### src/rtl/cond_flag_unit_pkg.sv
// Shared CPU definitions: condition codes, flag bit positions,
// and the commit-control state encoding.
package cond_flag_unit_pkg;

  typedef enum logic [3:0] {
    EQ = 4'b0000,
    NE = 4'b0001,
    CS = 4'b0010,
    CC = 4'b0011,
    MI = 4'b0100,
    PL = 4'b0101,
    VS = 4'b0110,
    VC = 4'b0111,
    HI = 4'b1000,
    LS = 4'b1001,
    GE = 4'b1010,
    LT = 4'b1011,
    GT = 4'b1100,
    LE = 4'b1101,
    AL = 4'b1110,
    NV = 4'b1111
  } cond_e;

  localparam int FLAG_N = 3;
  localparam int FLAG_Z = 2;
  localparam int FLAG_C = 1;
  localparam int FLAG_V = 0;

  typedef enum logic {
    RUN  = 1'b0,
    HOLD = 1'b1
  } state_e;

endpackage

### src/rtl/cond_flag_unit_if.sv
// Execute-stage bundle between the decoder/ALU side
// and the condition/flag unit.
interface cond_flag_unit_if #(
  parameter int CNT_W = 16
);
  logic [3:0]       Cond;
  logic [3:0]       ALUFlags;
  logic [1:0]       FlagW;
  logic             PCS;
  logic             RegW;
  logic             MemW;
  logic             NoWrite;
  logic             Stall;
  logic             PCSrc;
  logic             RegWrite;
  logic             MemWrite;
  logic             CondEx;
  logic [3:0]       Flags;
  logic             C_Flag;
  logic [CNT_W-1:0] SkipCount;

  modport master (
    output Cond, ALUFlags, FlagW,
    output PCS, RegW, MemW, NoWrite, Stall,
    input  PCSrc, RegWrite, MemWrite, CondEx,
    input  Flags, C_Flag, SkipCount
  );

  modport slave (
    input  Cond, ALUFlags, FlagW,
    input  PCS, RegW, MemW, NoWrite, Stall,
    output PCSrc, RegWrite, MemWrite, CondEx,
    output Flags, C_Flag, SkipCount
  );

endinterface

### src/rtl/cond_flag_unit_check.sv
// ARM condition evaluation against the architectural flags.
// Purely combinational.
module cond_check
  import cond_flag_unit_pkg::*;
(
  input  logic [3:0] Cond,
  input  logic [3:0] Flags,
  output logic       CondEx
);

  logic n, z, c, v;

  assign n = Flags[FLAG_N];
  assign z = Flags[FLAG_Z];
  assign c = Flags[FLAG_C];
  assign v = Flags[FLAG_V];

  always_comb begin
    CondEx = 1'b0;
    unique case (cond_e'(Cond))
      EQ: CondEx = z;
      NE: CondEx = !z;
      CS: CondEx = c;
      CC: CondEx = !c;
      MI: CondEx = n;
      PL: CondEx = !n;
      VS: CondEx = v;
      VC: CondEx = !v;
      HI: CondEx = c & !z;
      LS: CondEx = !c | z;
      GE: CondEx = (n == v);
      LT: CondEx = (n != v);
      GT: CondEx = !z & (n == v);
      LE: CondEx = z | (n != v);
      AL: CondEx = 1'b1;
      NV: CondEx = 1'b0;
    endcase
  end

endmodule

### src/rtl/cond_flag_unit.sv
// Conditional-execution gate: flag register, commit control
// and a saturating count of condition-failed instructions.
module cond_flag_unit
  import cond_flag_unit_pkg::*;
#(
  parameter int CNT_W = 16
) (
  input logic             CLK,
  input logic             RESET,
  cond_flag_unit_if.slave bus
);

  state_e           state_q, state_d;
  logic [3:0]       flags_q, flags_d;
  logic [CNT_W-1:0] skip_q, skip_d;
  logic             cond_ex;
  logic             commit;

  cond_check u_check (
    .Cond   (bus.Cond),
    .Flags  (flags_q),
    .CondEx (cond_ex)
  );

  assign commit = !bus.Stall;

  always_ff @(posedge CLK) begin
    if (RESET) begin
      state_q <= RUN;
      flags_q <= '0;
      skip_q  <= '0;
    end else begin
      state_q <= state_d;
      flags_q <= flags_d;
      skip_q  <= skip_d;
    end
  end

  always_comb begin
    state_d = state_q;
    unique case (state_q)
      RUN:  if (bus.Stall) state_d = HOLD;
      HOLD: if (!bus.Stall) state_d = RUN;
    endcase
  end

  // Flags only move on a passing commit; failed commits bump the counter.
  always_comb begin
    flags_d = flags_q;
    skip_d  = skip_q;
    if (commit && cond_ex) begin
      if (bus.FlagW[1]) begin
        flags_d[FLAG_N] = bus.ALUFlags[FLAG_N];
        flags_d[FLAG_Z] = bus.ALUFlags[FLAG_Z];
      end
      if (bus.FlagW[0]) begin
        flags_d[FLAG_C] = bus.ALUFlags[FLAG_C];
        flags_d[FLAG_V] = bus.ALUFlags[FLAG_V];
      end
    end else if (commit && (skip_q != '1)) begin
      skip_d = skip_q + CNT_W'(1);
    end
  end

  always_comb begin
    bus.PCSrc    = 1'b0;
    bus.RegWrite = 1'b0;
    bus.MemWrite = 1'b0;
    if (commit) begin
      bus.PCSrc    = bus.PCS & cond_ex;
      bus.RegWrite = bus.RegW & cond_ex & !bus.NoWrite;
      bus.MemWrite = bus.MemW & cond_ex;
    end
  end

  assign bus.CondEx    = cond_ex;
  assign bus.Flags     = flags_q;
  assign bus.C_Flag    = flags_q[FLAG_C];
  assign bus.SkipCount = skip_q;

endmodule

### src/flat_wrapper.sv
// flat-port wrapper written by rule: the top's interface ports become plain ports
module cond_flag_unit_flat import cond_flag_unit_pkg::*;
#(
  parameter int CNT_W = 16
)
  (CLK, RESET, bus_Cond, bus_ALUFlags, bus_FlagW, bus_PCS, bus_RegW, bus_MemW, bus_NoWrite, bus_Stall, bus_PCSrc, bus_RegWrite, bus_MemWrite, bus_CondEx, bus_Flags, bus_C_Flag, bus_SkipCount);
  cond_flag_unit_if #(.CNT_W(CNT_W)) bus_i ();
  input logic CLK;
  input logic RESET;
  input wire logic [$bits(bus_i.Cond)-1:0] bus_Cond;
  input wire logic [$bits(bus_i.ALUFlags)-1:0] bus_ALUFlags;
  input wire logic [$bits(bus_i.FlagW)-1:0] bus_FlagW;
  input wire logic [$bits(bus_i.PCS)-1:0] bus_PCS;
  input wire logic [$bits(bus_i.RegW)-1:0] bus_RegW;
  input wire logic [$bits(bus_i.MemW)-1:0] bus_MemW;
  input wire logic [$bits(bus_i.NoWrite)-1:0] bus_NoWrite;
  input wire logic [$bits(bus_i.Stall)-1:0] bus_Stall;
  output wire logic [$bits(bus_i.PCSrc)-1:0] bus_PCSrc;
  output wire logic [$bits(bus_i.RegWrite)-1:0] bus_RegWrite;
  output wire logic [$bits(bus_i.MemWrite)-1:0] bus_MemWrite;
  output wire logic [$bits(bus_i.CondEx)-1:0] bus_CondEx;
  output wire logic [$bits(bus_i.Flags)-1:0] bus_Flags;
  output wire logic [$bits(bus_i.C_Flag)-1:0] bus_C_Flag;
  output wire logic [$bits(bus_i.SkipCount)-1:0] bus_SkipCount;
  assign bus_i.Cond = bus_Cond;
  assign bus_i.ALUFlags = bus_ALUFlags;
  assign bus_i.FlagW = bus_FlagW;
  assign bus_i.PCS = bus_PCS;
  assign bus_i.RegW = bus_RegW;
  assign bus_i.MemW = bus_MemW;
  assign bus_i.NoWrite = bus_NoWrite;
  assign bus_i.Stall = bus_Stall;
  assign bus_PCSrc = bus_i.PCSrc;
  assign bus_RegWrite = bus_i.RegWrite;
  assign bus_MemWrite = bus_i.MemWrite;
  assign bus_CondEx = bus_i.CondEx;
  assign bus_Flags = bus_i.Flags;
  assign bus_C_Flag = bus_i.C_Flag;
  assign bus_SkipCount = bus_i.SkipCount;
  cond_flag_unit #(.CNT_W(CNT_W)) u_core (.CLK(CLK), .RESET(RESET), .bus(bus_i));
endmodule
### config.mk
export PLATFORM = sky130hd
export DESIGN_NAME = cond_flag_unit_flat
export DESIGN_NICKNAME = d
export VERILOG_FILES = /design/src/rtl/cond_flag_unit_pkg.sv /design/src/rtl/cond_flag_unit_if.sv /design/src/rtl/cond_flag_unit_check.sv /design/src/rtl/cond_flag_unit.sv /design/src/flat_wrapper.sv
export SDC_FILE = /design/constraint.sdc
export NUM_CORES = 1
export LEC_CHECK = 0
export ABC_AREA = 1
export ABC_CLOCK_PERIOD_IN_PS = 2100
export BUFFER_PORTS_ARGS = -buffer_cell sky130_fd_sc_hd__buf_2
export CAP_MARGIN = 20
export CORE_ASPECT_RATIO = 0.7
export CORE_MARGIN = 8
export CORE_UTILIZATION = 44
export DETAILED_ROUTE_END_ITERATION = 10
export PLACE_DENSITY = 0.7
export SLEW_MARGIN = 20
export SYNTH_ARGS = -nofsm -noshare
export SYNTH_HDL_FRONTEND = slang
export SYNTH_SLANG_ARGS = --single-unit
### constraint.sdc
create_clock -name CLK -period 2.1 [get_ports CLK]
set_input_delay 0.42 -clock CLK [delete_from_list [all_inputs] [get_ports CLK]]
set_output_delay 0.42 -clock CLK [all_outputs]
set_load 0.005 [all_outputs]
==> out/results.ini <==
[run_status]
status=finished clean

[synth]
netlist.top_cell.by_area=dfxtp_1
ys_top_cells_by_area=dfxtp_1 (29%), nand2_1 (15%), nand3_1 (12%)
synth_seq_area_share_pct=29.1
synth_top_cell_area_share_pct=29.1
netlist_area_um2=1380
ys_async_sr_fraction_pct=0
synth-warning-count=0
syn_inst=214
synth_cell_type_count=27
synth-edff-count=0
synth_area_per_cell_um2=6.43
syn_nets=232
yosys_register_bits=20
ys.flop_type=dfxtp_1

[routing]
wire_per_inst_um=12.7
dr.pass1.iters=4
num_vias=1512
wirelength_um=3780
vias_per_cell=5.09
drt_iter0_drc=133
drc=0
antenna_left=0

[floorplan]
num_io_pins=42
start_util_pct=44.9
die_h_um=62.8
dieArea_um2=5200
fp-row-count=17
die_x_um=82.8
coreArea_um2=3060

[placed_design]
io_buffers=41
place_congestion=0.889
dp_hpwl_um=2790
dp_slack_ps=-9.62
dp.cells=290

[pwr]
p_leak_uw=0.000815
power_frac_seq_pct=40.0
power_uw=1000
power_density_nw_per_um2=569
p_sw_uw=281
switching_share_pct=28.0
combPwrFrac_pct=20.9
p_int_uw=723
p_clk_share_pct=39.1
peakVddDrop_uv=293

[finish]
final_cell_mix=nand2_1 (53), buf_2 (41), nand3_1 (32), inv_1 (20)
nNetsFinal=278
syn2layout_area_growth_pct=28.4
finalNonFillerCells=297
diodes=0
drive_above_1_share_pct=30.1
final_common_cell=nand2_1

[timing]
rsz0062_at_grt=yes
whs_ps=456
fmax_mhz=493
fin_crit_ps=2030
layout_setup_ws_ps=71.5
final_hold_viol_count=0
setup_viol=0
fin_setup_tns_ps=0
fin_skew_ps=10.6
tightest_slew_ps=452
final.period_utilization_pct=96.6
final_max_slew_viol_count=0
slew_headroom_pct=69.8

[setup_path]
timing.critical_path.buf_inv=2
crit_top_cell=nand2_2
crit_fanout=5
required_ps=1680
critPathMaxStageDelay_ps=390
critPathArrivalTime_ps=1610
startpoint_type=flip-flop
endpoint_kind=output pin
crit_family=simple AND/OR/NAND/NOR gates
cp_slowest_cell=dfxtp_4
path_class=flip-flop to output pin
cp_cell_sequence=inv_4 -> nand2_2 -> nand2_2 -> o21ai_2 -> nand2_1 -> nand3_2 -> nand2_2 -> nand3_4 -> nand2_4 -> nor3b_2 -> buf_2

[cts]
cts_buffers=3
worstSkewPairLatency_ps=270
htree_levels=1
cts_tree=yes
cts.clk_slew.worst_paths_ps=80
cts_root_buffer=clkbuf_8
clk_path_buf_depth=2
cts-hold-fix-buffers=0
clock-sinks=20

[grt]
grt_pass1_vias=1277
grt_max_degree=18
grt_overflow=0
grtUsageTotal_pct=13.5
antenna_found_initial=0
grt_pass1_wl_um=6020

[job]
cap_violations=0

[min_path]
hold_path_class=input port to flip-flop

[repair_timing]
item	CTS	global route
pin swaps	1	9
resized for setup	6	19
endpoints found under the setup margin	4	4
setup buffers	0	3
[flip-flops by register name, summed over array words and instances, names as in the netlist]
register              count
u_core.bus.Flags          4
u_core.bus.SkipCount     16
[logic make-up after synthesis]
| logic type | count (synthesis) | synth area share [%] |
|---|---|---|
| AO/OA/AOI/OAI | 19 | 7.46 |
| XOR/XNOR | 14 | 8.92 |
| adder cells (fa/ha/maj) | 1 | 0.910 |
| buffers and inverters | 32 | 10.4 |
| flip-flops | 20 | 29.1 |
| AND/OR/NAND/NOR | 128 | 43.2 |
[cell type report]
| cell class | count | area (µm²) |
|---|---|---|
| multi-input combinational | 162 | 878 |
| clock inverter | 1 | 30.0 |
| timing repair buffer | 47 | 250 |
| clock buffer | 3 | 41.3 |
| tap | 38 | 47.5 |
| fill | 304 | 1300 |
| inverter | 26 | 105 |
| sequential | 20 | 413 |
[path summary, 6_finish.rpt]
check / start / end / slack (ps) / cells past startpoint
worst min register to register: u_core.bus.SkipCount[14] / u_core.bus.SkipCount[14] / 510 / 2
worst max-delay path: u_core.bus.Flags[0] / bus_RegWrite / 70 / 11
worst min-delay path: bus_FlagW[0] / u_core.bus.Flags[1] / 460 / 4
worst max register to register: u_core.bus.SkipCount[1] / u_core.bus.SkipCount[4] / 220 / 7
[tightest hold or removal path, delay by kind of cell]
| family | cells | cell delay, ps |
|---|---|---|
| and+or+nand+nor | 3 | 180 |
| buffers and inverters | 1 | 100 |
[synth_stat cells (2+ instances only)]
| library cell | count |
|---|---|
| nor3b_1 | 3 |
| dfxtp_1 | 20 |
| buf_6 | 2 |
| nand2_1 | 56 |
| xnor2_1 | 5 |
| nor4_1 | 2 |
| inv_1 | 23 |
| inv_2 | 2 |
| xor2_1 | 9 |
| nand2_2 | 2 |
| nor2_1 | 19 |
| nand3_1 | 34 |
| a21oi_1 | 17 |
| nand4_1 | 6 |
| nor2_2 | 2 |
[power by group through the flow]
stage | clock network [µW] | logic [µW] | registers [µW]
after floorplan | 0 | 128 | 409
after global placement | 0 | 187 | 408
after detailed placement | 0 | 189 | 408
after CTS | 401 | 192 | 399
after global routing | 420 | 236 | 402
final | 393 | 210 | 401
[per-layer routing]
metal / global-route usage, % / share of wire, %
met1: 19.0 / 51
met2: 18.5 / 41
met3: 4.30 / 7.4
met4: 4.37 / 0.95
met5: 0 / 0
[stage by stage]
stage	util, %	instance area [µm²]
6_report	57.6	1770
5_1_grt	57.6	1770
4_1_cts	55.2	1690
3_5_place_dp	52.5	1610
3_3_place_gp	52.5	1610
2_1_floorplan	-	1380
(Power assumes the default switching activity.)
